**src/rtl/apu_pkg.sv**
```systemverilog
// Shared definitions for the audio processing unit: volume encoding, mixer
// state encoding and small elaboration-time helpers.
package apu_pkg;

  localparam int VOL_WIDTH = 5;
  localparam int VOL_UNITY = 16;

  typedef enum logic [1:0] {
    ST_IDLE,
    ST_ACCUM,
    ST_SCALE
  } mix_state_e;

  function automatic int clog2(input int n);
    int r;
    r = 0;
    while ((1 << r) < n) r++;
    return r;
  endfunction

  // Volume codes above unity are treated as unity so 16 is the gain ceiling.
  function automatic logic [VOL_WIDTH-1:0] clamp_vol(input logic [VOL_WIDTH-1:0] v);
    return (v > VOL_WIDTH'(VOL_UNITY)) ? VOL_WIDTH'(VOL_UNITY) : v;
  endfunction

endpackage

```
**src/rtl/apu_mixer_if.sv**
```systemverilog
// Sample-strobe, channel and status bundle between the channel generators,
// the mixer and the DAC/PWM sink.
interface apu_mixer_if #(
  parameter int NUM_CH    = 4,
  parameter int IN_WIDTH  = 9,
  parameter int OUT_WIDTH = 11
) ();

  logic                                   i_sample_stb;
  logic [NUM_CH*IN_WIDTH-1:0]             i_channels;
  logic [NUM_CH-1:0]                      i_enable;
  logic [NUM_CH*apu_pkg::VOL_WIDTH-1:0]   i_volume;
  logic [apu_pkg::VOL_WIDTH-1:0]          i_master;
  logic [OUT_WIDTH-1:0]                   o_sample;
  logic                                   o_valid;
  logic                                   o_clip;
  logic                                   o_busy;
  logic                                   o_overrun;

  modport master (
    output i_sample_stb, i_channels, i_enable, i_volume, i_master,
    input  o_sample, o_valid, o_clip, o_busy, o_overrun
  );

  modport slave (
    input  i_sample_stb, i_channels, i_enable, i_volume, i_master,
    output o_sample, o_valid, o_clip, o_busy, o_overrun
  );

endinterface

```
**src/rtl/apu_scale_sat.sv**
```systemverilog
// Combinational gain stage: clamp the volume, multiply, drop 8 fractional
// bits (truncating) and saturate to the output width with a clip flag.
module apu_scale_sat
  import apu_pkg::*;
#(
  parameter int ACC_W     = 16,
  parameter int OUT_WIDTH = 11
) (
  input  logic [ACC_W-1:0]     acc,
  input  logic [VOL_WIDTH-1:0] vol,
  output logic [OUT_WIDTH-1:0] result,
  output logic                 clip
);

  localparam int PROD_W = ACC_W + VOL_WIDTH;
  localparam int CMP_W  = (PROD_W > OUT_WIDTH) ? PROD_W : OUT_WIDTH + 1;

  logic [PROD_W-1:0] prod;
  logic [CMP_W-1:0]  shifted;
  logic [CMP_W-1:0]  limit;

  assign prod    = PROD_W'(acc) * PROD_W'(clamp_vol(vol));
  assign shifted = CMP_W'(prod >> 8);
  assign limit   = CMP_W'({OUT_WIDTH{1'b1}});
  assign clip    = (shifted > limit);
  assign result  = clip ? {OUT_WIDTH{1'b1}} : shifted[OUT_WIDTH-1:0];

endmodule

```
**src/rtl/apu_mixer.sv**
```systemverilog
// Time-multiplexed channel mixer: one multiply-accumulate per channel per
// cycle, then a saturating master-volume stage feeding the sample sink.
module apu_mixer
  import apu_pkg::*;
#(
  parameter int NUM_CH    = 4,
  parameter int IN_WIDTH  = 9,
  parameter int OUT_WIDTH = 11
) (
  input  logic       i_clk,
  input  logic       i_rst,
  apu_mixer_if.slave bus
);

  // Wide enough for NUM_CH full-scale samples at unity gain, so no wrap.
  localparam int ACC_W = IN_WIDTH + VOL_WIDTH + clog2(NUM_CH);
  localparam int IDX_W = (NUM_CH > 1) ? clog2(NUM_CH) : 1;
  localparam logic [IDX_W-1:0] LAST_IDX = IDX_W'(NUM_CH - 1);

  mix_state_e state, state_next;

  logic [IDX_W-1:0]     idx;
  logic [ACC_W-1:0]     acc;
  logic [ACC_W-1:0]     term;
  logic [IN_WIDTH-1:0]  ch_q  [NUM_CH];
  logic [VOL_WIDTH-1:0] vol_q [NUM_CH];
  logic [NUM_CH-1:0]    en_q;
  logic [VOL_WIDTH-1:0] master_q;

  logic [OUT_WIDTH-1:0] sat_sample;
  logic                 sat_clip;
  logic [OUT_WIDTH-1:0] sample_q;
  logic                 valid_q;
  logic                 clip_q;

  always_ff @(posedge i_clk or posedge i_rst) begin
    if (i_rst) state <= ST_IDLE;
    else       state <= state_next;
  end

  always_comb begin
    state_next = state;
    unique case (state)
      ST_IDLE:  if (bus.i_sample_stb) state_next = ST_ACCUM;
      ST_ACCUM: if (idx == LAST_IDX)  state_next = ST_SCALE;
      ST_SCALE: state_next = ST_IDLE;
      default:  state_next = ST_IDLE;
    endcase
  end

  always_comb begin
    term = '0;
    if (en_q[idx])
      term = ACC_W'(ch_q[idx]) * ACC_W'(clamp_vol(vol_q[idx]));
  end

  apu_scale_sat #(
    .ACC_W    (ACC_W),
    .OUT_WIDTH(OUT_WIDTH)
  ) u_scale (
    .acc   (acc),
    .vol   (master_q),
    .result(sat_sample),
    .clip  (sat_clip)
  );

  // Inputs are captured only on an accepted strobe; the mix then runs purely
  // from the snapshot so the generators may move on immediately.
  always_ff @(posedge i_clk or posedge i_rst) begin
    if (i_rst) begin
      idx      <= '0;
      acc      <= '0;
      en_q     <= '0;
      master_q <= '0;
      sample_q <= '0;
      valid_q  <= 1'b0;
      clip_q   <= 1'b0;
      for (int i = 0; i < NUM_CH; i++) begin
        ch_q[i]  <= '0;
        vol_q[i] <= '0;
      end
    end else begin
      valid_q <= 1'b0;
      unique case (state)
        ST_IDLE: begin
          if (bus.i_sample_stb) begin
            acc      <= '0;
            idx      <= '0;
            en_q     <= bus.i_enable;
            master_q <= bus.i_master;
            for (int i = 0; i < NUM_CH; i++) begin
              ch_q[i]  <= bus.i_channels[i*IN_WIDTH +: IN_WIDTH];
              vol_q[i] <= bus.i_volume[i*VOL_WIDTH +: VOL_WIDTH];
            end
          end
        end
        ST_ACCUM: begin
          acc <= acc + term;
          idx <= (idx == LAST_IDX) ? '0 : idx + 1'b1;
        end
        ST_SCALE: begin
          sample_q <= sat_sample;
          clip_q   <= sat_clip;
          valid_q  <= 1'b1;
        end
        default: ;
      endcase
    end
  end

  assign bus.o_sample  = sample_q;
  assign bus.o_valid   = valid_q;
  assign bus.o_clip    = clip_q;
  assign bus.o_busy    = (state != ST_IDLE);
  assign bus.o_overrun = bus.i_sample_stb && (state != ST_IDLE);

endmodule

```
**src/flat_wrapper.sv**
```systemverilog
// flat-port wrapper written by rule: the top's interface ports become plain ports
module apu_mixer_flat import apu_pkg::*;
#(
  parameter int NUM_CH    = 4,
  parameter int IN_WIDTH  = 9,
  parameter int OUT_WIDTH = 11
)
  (i_clk, i_rst, bus_i_sample_stb, bus_i_channels, bus_i_enable, bus_i_volume, bus_i_master, bus_o_sample, bus_o_valid, bus_o_clip, bus_o_busy, bus_o_overrun);
  apu_mixer_if #(.NUM_CH(NUM_CH), .IN_WIDTH(IN_WIDTH), .OUT_WIDTH(OUT_WIDTH)) bus_i ();
  input  logic i_clk;
  input  logic i_rst;
  input wire logic [$bits(bus_i.i_sample_stb)-1:0] bus_i_sample_stb;
  input wire logic [$bits(bus_i.i_channels)-1:0] bus_i_channels;
  input wire logic [$bits(bus_i.i_enable)-1:0] bus_i_enable;
  input wire logic [$bits(bus_i.i_volume)-1:0] bus_i_volume;
  input wire logic [$bits(bus_i.i_master)-1:0] bus_i_master;
  output wire logic [$bits(bus_i.o_sample)-1:0] bus_o_sample;
  output wire logic [$bits(bus_i.o_valid)-1:0] bus_o_valid;
  output wire logic [$bits(bus_i.o_clip)-1:0] bus_o_clip;
  output wire logic [$bits(bus_i.o_busy)-1:0] bus_o_busy;
  output wire logic [$bits(bus_i.o_overrun)-1:0] bus_o_overrun;
  assign bus_i.i_sample_stb = bus_i_sample_stb;
  assign bus_i.i_channels = bus_i_channels;
  assign bus_i.i_enable = bus_i_enable;
  assign bus_i.i_volume = bus_i_volume;
  assign bus_i.i_master = bus_i_master;
  assign bus_o_sample = bus_i.o_sample;
  assign bus_o_valid = bus_i.o_valid;
  assign bus_o_clip = bus_i.o_clip;
  assign bus_o_busy = bus_i.o_busy;
  assign bus_o_overrun = bus_i.o_overrun;
  apu_mixer #(.NUM_CH(NUM_CH), .IN_WIDTH(IN_WIDTH), .OUT_WIDTH(OUT_WIDTH)) u_core (.i_clk(i_clk), .i_rst(i_rst), .bus(bus_i));
endmodule
```
**config.mk**
```make
export PLATFORM = sky130hd
export DESIGN_NAME = apu_mixer_flat
export DESIGN_NICKNAME = d
export VERILOG_FILES = /design/src/rtl/apu_pkg.sv /design/src/rtl/apu_mixer_if.sv /design/src/rtl/apu_scale_sat.sv /design/src/rtl/apu_mixer.sv /design/src/flat_wrapper.sv
export SDC_FILE = /design/constraint.sdc
export NUM_CORES = 1
export LEC_CHECK = 0
export CAP_MARGIN = 0
export CORE_UTILIZATION = 40
export CTS_CLUSTER_SIZE = 12
export DETAILED_ROUTE_END_ITERATION = 16
export HOLD_SLACK_MARGIN = 0.03
export PLACE_DENSITY = 0.68
export SLEW_MARGIN = 20
export SYNTH_ARGS = -nofsm -noshare
export SYNTH_HDL_FRONTEND = slang
export SYNTH_SLANG_ARGS = --single-unit
```
**constraint.sdc**
```tcl
create_clock -name i_clk -period 7.8 [get_ports i_clk]
set_input_delay 1.56 -clock i_clk [delete_from_list [all_inputs] [get_ports i_clk]]
set_output_delay 1.56 -clock i_clk [all_outputs]
set_load 0.02 [all_outputs]
```
==> results of run 1 <==
## synthesized netlist by cell type, drive strengths merged (2+ instances only)
| cell type | count | area, um2 |
|---|---|---|
| o31ai | 4 | 30.0 |
| or2 | 2 | 12.5 |
| nand4 | 2 | 12.5 |
| mux2i | 4 | 40.0 |
| ha | 64 | 801 |
| nor2 | 35 | 131 |
| nand3b | 2 | 15.0 |
| xor2 | 14 | 123 |
| and2 | 70 | 439 |
| buf | 6 | 35.0 |
| a41oi | 3 | 26.3 |
| a31oi | 15 | 100 |
| mux4 | 14 | 315 |
| o21ai | 24 | 120 |
| xnor2 | 15 | 131 |
| nor2b | 15 | 93.8 |
| nand2 | 279 | 1050 |
| fa | 63 | 1260 |
| a21o | 13 | 97.6 |
| nor3 | 7 | 35.0 |
| dfrtp | 98 | 2450 |
| a21oi | 19 | 103 |
| o211ai | 3 | 27.5 |
| a21boi | 2 | 15.0 |
| and3 | 3 | 20.0 |
| inv | 75 | 282 |
| o21bai | 3 | 22.5 |
| nand2b | 2 | 12.5 |
| clkbuf | 30 | 113 |
| a2111o | 2 | 22.5 |
| nand3 | 16 | 80.1 |
## path summary, 6_finish.rpt
kind / start / endpoint / slack (ns) / cells after the start
max: u_core.idx[1] / u_core.acc[15] / 0.93 / 25
min: u_core.ch_q[10] / u_core.ch_q[10] / 0.47 / 2
max reg2reg: u_core.idx[1] / u_core.acc[15] / 0.93 / 25
min reg2reg: u_core.ch_q[10] / u_core.ch_q[10] / 0.47 / 2
max in group asynchronous: i_rst / u_core.vol_q[5] / 5.09 / 3
min in group asynchronous: i_rst / u_core.bus.o_sample[10] / 1.56 / 2
## cells by family (layout without fill, tap and decap cells)
group | Yosys count | count (layout) | share of synthesized area
AND/OR/NAND/NOR | 435 | 435 | 0.236
adder cells (fa/ha/maj) | 127 | 127 | 0.254
buffers and inverters | 111 | 183 | 0.0529
flip-flops | 98 | 98 | 0.302
AO/OA/AOI/OAI | 94 | 94 | 0.0785
XOR/XNOR | 29 | 29 | 0.0313
multiplexers | 19 | 19 | 0.0452
## cell usage in the layout (no fill, tap or decap), types with 3 or more instances in the layout
cell,Yosys,layout
o21bai_1,3,3
ha_1,64,64
clkdlybuf4s50_1,0,82
o21ai_1,5,5
a21oi_1,17,17
buf_4,0,10
a31oi_1,14,14
dfrtp_1,98,98
clkbuf_16,0,9
mux2i_1,4,4
a21o_1,13,13
mux4_2,14,14
nor3_1,7,7
nand3_1,16,16
nand2_1,279,278
xor2_1,14,14
a41oi_1,3,3
nor2_1,35,35
inv_1,75,74
o31ai_1,4,4
and2_1,69,68
xnor2_1,15,15
o21ai_0,19,19
nor2b_1,15,15
fa_1,63,63
## critical path, delay by kind of cell (launching register included)
family	cells	cell delay (ns)
adders and majority gates	5	2.18
xor gates and xnor gates	1	0.12
buffers and inverters	2	0.33
muxes	2	0.88
AOI/OAI and AO/OA	8	1.58
and+or+nand+nor	7	1.40
DFF	1	0.32
## where the power goes
group          switching [W]  internal, W
clock               0.000223     0.000229
combinational        0.00165      0.00126
sequential          0.000165     0.000744
## sequential cells by signal, indices dropped and copies added, names as in the netlist
signal / cells
u_core.vol_q: 20
u_core.ch_q: 36
u_core.idx: 2
u_core.acc: 16
u_core.en_q: 4
u_core.bus.o_sample: 11
u_core.bus.o_clip: 1
u_core.master_q: 5
u_core.state: 2
u_core.bus.o_valid: 1
## routing by layer
layer  up-vias  part of all wire  global-route usage
li1       3074                 -                   -
met1      3023              0.48               0.243
met2       108              0.47               0.270
met3        17             0.033              0.0262
met4         0             0.016              0.0554
met5         -                 0                   0
## per-stage QoR
step,cell area [um2],total power (W),instances
floorplan,8110,0.00318,913
global placement,9200,0.00379,1234
detailed placement,9200,0.00385,1234
CTS,9510,0.00432,1250
global route,9510,0.00476,1250
finish,9510,0.00427,1250
## final cells by class
cell class / instances / area [um2] / share of cell area
sequential: 98 / 2450 / 0.258
clock buffer: 9 / 225 / 0.0237
tap: 265 / 332 / 0.0349
multi-input combinational: 704 / 5240 / 0.551
inverter: 75 / 284 / 0.0299
timing repair buffer: 92 / 896 / 0.0942
clock inverter: 7 / 81.3 / 0.00855
==> impl_results.md, run 1 <==
- Post-route worst setup slack: 0.928 ns
- Worst Path Max Fanout: 18
- Synthesis-to-finish area growth: 17.2%
- # fillers: 1934
- Worst slew pin tran: 0.999 ns
- CTS root buf: clkbuf_16
- Endpoints failing setup: 0
- Largest net degree at the start of global routing: 82
- Std-Cell Core Area: 19700 um2
- Row cnt: 51
- Worst hold path type: reg2reg
- Asr flop ratio synth: 1.00
- Register clock-pin slew on the reported worst setup and hold paths: 0.07 ns
- Final Hold Viols: 0
- Drt pass-1 iters: 5
- Max H-tree Level: 3
- GRT Util Overall: 0.172
- Post-CTS Setup Inserts: 0
- Place WS: 1.03 ns
- Final #Nets: 1175
- Antenna violations before repair: 0
- Tcrit/Tclk final: 0.881
- First-pass GRT wire length: 28300 um
- Crit path required time: 8.08 ns
- Yosys Warn Count: 0
- Setup Skew: 0.0115 ns
- Crit Path Class: reg2reg
- Max cap viols: 0
- Worst IR Drop VDD: 0.220 mV
- Worst hold slack: 0.473 ns
- Fmax: 146 MHz
- Yosys reg bits: 98
- Die X: 144 um
- Post-synth net total: 1108
- Syn Std Cell Area: 8110 um2
- Cts hold-fix bufs: 0
- Number of gates resized after cts: 0
- DR vias: 6222
- Post-route DRC: 0
- Number of synthesized flops with an enable pin: 0
- Register area share after synthesis: 0.302
- Gpl congestion: 0.806
- Setup_tns: 0 ns
- CP max stage delay: 0.68 ns
- Via density: 4.98
- Slew Limit Fails: 0
- WL/cell: 13.0 um
- Critical Path AT: 7.16 ns
- GR Overflow Total: 0
- Routed Antenna Nets: 0
- Post-synthesis cell type count: 48
- Antenna Cells: 0
- I/O pin count: 83
- Post-synthesis average cell area: 8.89 um2
- Crit start category: register
- Final Util: 0.484
- Leakage: 4.85 nW
- Share of cells above drive strength 1: 0.0548
- Unrepaired setup endpoints after global routing: no
- Clock Path Buffers: 2
- CTS tree: built
- Routed Wire Length: 16300 um
- Num CTS Buffers: 9
- Initial Util: 0.413
- Relative slew slack: 0.334
- Slowest cell on crit path: mux4_2
- Number of global-route vias before repair: 6062
- Period minus WS final: 6.87 ns
- Power per standard cell area: 449 nW/um2
- Post-DP HPWL: 12400 um
- Main synth FF type: dfrtp_1
- # clock sinks: 98
- Status: finished clean
- PortBufs: 82
- Critical path capture point type: register
- Syn Inst Count: 913
- Die H: 144 um
- DIE AREA: 20900 um2
- Initial DRC count: 274
- Clock Latency Late Sink: 0.36 ns
Note: power is estimated with default switching activity, not from simulation.
==> run 2: changes to the inputs <==
Clock period 7.8 ns to 7.24 ns, I/O delays scaled along.
==> impl_results.md, run 2 (synthesized netlist as in run 1, its figures left out) <==
- Status: finished clean
- Worst hold path type: reg2reg
- Setup Skew: 0.0132 ns
- Worst Path Max Fanout: 13
- Tcrit/Tclk final: 0.906
- Synthesis-to-finish area growth: 17.3%
- Clock Latency Late Sink: 0.36 ns
- Crit start category: register
- Power per standard cell area: 486 nW/um2
- Largest regs: u_core.ch_q (36), u_core.vol_q (20), u_core.acc (16)
- Crit Path Class: reg2reg
- GR Overflow Total: 0
- Routed Antenna Nets: 0
- Non-filler cells, final: 1250
- Routed Wire Length: 16700 um
- Std-Cell Core Area: 19700 um2
- First-pass GRT wire length: 29200 um
- WL/cell: 13.4 um
- Worst slew pin tran: 1.02 ns
- Endpoints failing setup: 0
- # clock sinks: 98
- Gpl congestion: 0.835
- CP Capture Point: u_core.acc[15]
- DIE AREA: 20900 um2
- Num CTS Buffers: 9
- Row cnt: 51
- Leading cell type in the layout, fill and taps excluded: nand2_1
- Fmax: 152 MHz
- Worst reg2reg path depth: 24
- Max cap viols: 0
- GRT Util Overall: 0.177
- Max H-tree Level: 3
- Most flop-heavy register: u_core.ch_q
- RR Startpoint: u_core.idx[1]
- Leakage: 4.85 nW
- Worst IR Drop VDD: 0.236 mV
- Setup slack, reg-to-reg: 0.68 ns
- Unrepaired setup endpoints after global routing: no
- Antenna violations before repair: 0
- Period minus WS final: 6.56 ns
- Final Hold Viols: 0
- Drt pass-1 iters: 4
- Slew Limit Fails: 0
- CTS root buf: clkbuf_16
- Crit. Startpoint: u_core.idx[1]
- Clock Path Buffers: 2
- Cts hold-fix bufs: 0
- Largest net degree at the start of global routing: 82
- Crit path required time: 7.52 ns
- PortBufs: 82
- I/O pin count: 83
- Number of gates resized after cts: 0
- Final #Nets: 1175
- Number of flip-flops in the largest register: 36
- Most frequent cells in the layout: nand2_1, dfrtp_1, clkdlybuf4s50_1
- Number of global-route vias before repair: 6078
- Die H: 144 um
- CTS tree: built
- Placed insts: 1234
- Relative slew slack: 0.318
- Share of cells above drive strength 1: 0.0548
- Die X: 144 um
- Post-DP HPWL: 12500 um
- Antenna Cells: 0
- Post-CTS Setup Inserts: 0
- Initial Util: 0.413
- Critical Path AT: 6.84 ns
- Register clock-pin slew on the reported worst setup and hold paths: 0.07 ns
- Worst R2R End: u_core.acc[15]
- Post-route DRC: 0
- Critical path capture point type: register
- Via density: 4.94
- Initial DRC count: 267
- Setup_tns: 0 ns
- DR vias: 6173
==> run 2: cell count changes in the layout (fill, tap and decap cells not counted) <==
cell | previous run | this run
clkinv_4 | 2 | 0
bufinv_16 | 0 | 1
clkinv_8 | 2 | 1
clkinvlp_4 | 0 | 1
inv_6 | 1 | 2
==> run 2: worst min-delay path by stage <==
stage | startpoint | to | slack [ns] | depth (start not counted)
2_1_floorplan | u_core.master_q[2] | u_core.master_q[2] | 0.44 | 2
3_3_place_gp | u_core.master_q[2] | u_core.master_q[2] | 0.45 | 2
4_1_cts | u_core.master_q[2] | u_core.master_q[2] | 0.47 | 2
6_report | u_core.master_q[2] | u_core.master_q[2] | 0.47 | 2
3_5_place_dp | u_core.master_q[2] | u_core.master_q[2] | 0.46 | 2
5_1_grt | u_core.master_q[3] | u_core.master_q[3] | 0.49 | 2
==> run 2: layer usage <==
layer	track usage	up-vias	routed length, um
met5	0	-	0
met4	0.0548	0	288
met3	0.0272	20	509
met2	0.281	93	7860
met1	0.249	2984	8050
li1	-	3076	-
==> run 2: where the power goes <==
| part | internal [W] | switching (W) | leakage [nW] | total [W] |
|---|---|---|---|---|
| clock network | 0.000278 | 0.000239 | 0.153 | 0.000517 |
| registers | 0.000802 | 0.000187 | 1.22 | 0.000989 |
| logic | 0.00135 | 0.00177 | 3.47 | 0.00312 |
==> run 2: worst max-delay path, stage by stage (launching register included) <==
cell	delay, ns
dfrtp_1	0.37
mux4_2	0.64
nor2b_1	0.47
nand2_1	0.14
fa_1	0.49
fa_1	0.52
fa_1	0.54
inv_1	0.04
ha_1	0.29
nor2b_1	0.17
o21ai_0	0.13
a21boi_0	0.24
o21ai_0	0.14
a21oi_1	0.23
nor2_1	0.09
xnor2_1	0.12
and2_1	0.16
ha_1	0.30
or2_2	0.32
a21oi_1	0.24
nor2b_1	0.07
o21ai_0	0.22
a311oi_1	0.11
o211ai_1	0.23
mux2i_1	0.21
==> run 2: area by class of cell <==
class                           instances  area, um2
Multi-Input combinational cell        704       5240
Sequential cell                        98       2450
Timing Repair Buffer                   92        896
Tap cell                              265        332
Inverter                               75        284
Clock buffer                            9        225
Clock inverter                          7       93.8
Fill cell                            1953      10100
==> run 2: through the flow <==
| step | worst slack (ns) | cell area (um2) | hold WS [ns] | util | power [W] |
|---|---|---|---|---|---|
| after floorplan | 1.02 | 8110 | 0.438 | - | 0.00343 |
| after global placement | 0.879 | 9200 | 0.452 | 0.468 | 0.00407 |
| after detailed placement | 0.732 | 9200 | 0.456 | 0.468 | 0.00413 |
| after CTS | 0.664 | 9520 | 0.472 | 0.484 | 0.00468 |
| after global routing | 0.0156 | 9520 | 0.493 | 0.484 | 0.00519 |
| final | 0.681 | 9520 | 0.466 | 0.484 | 0.00462 |
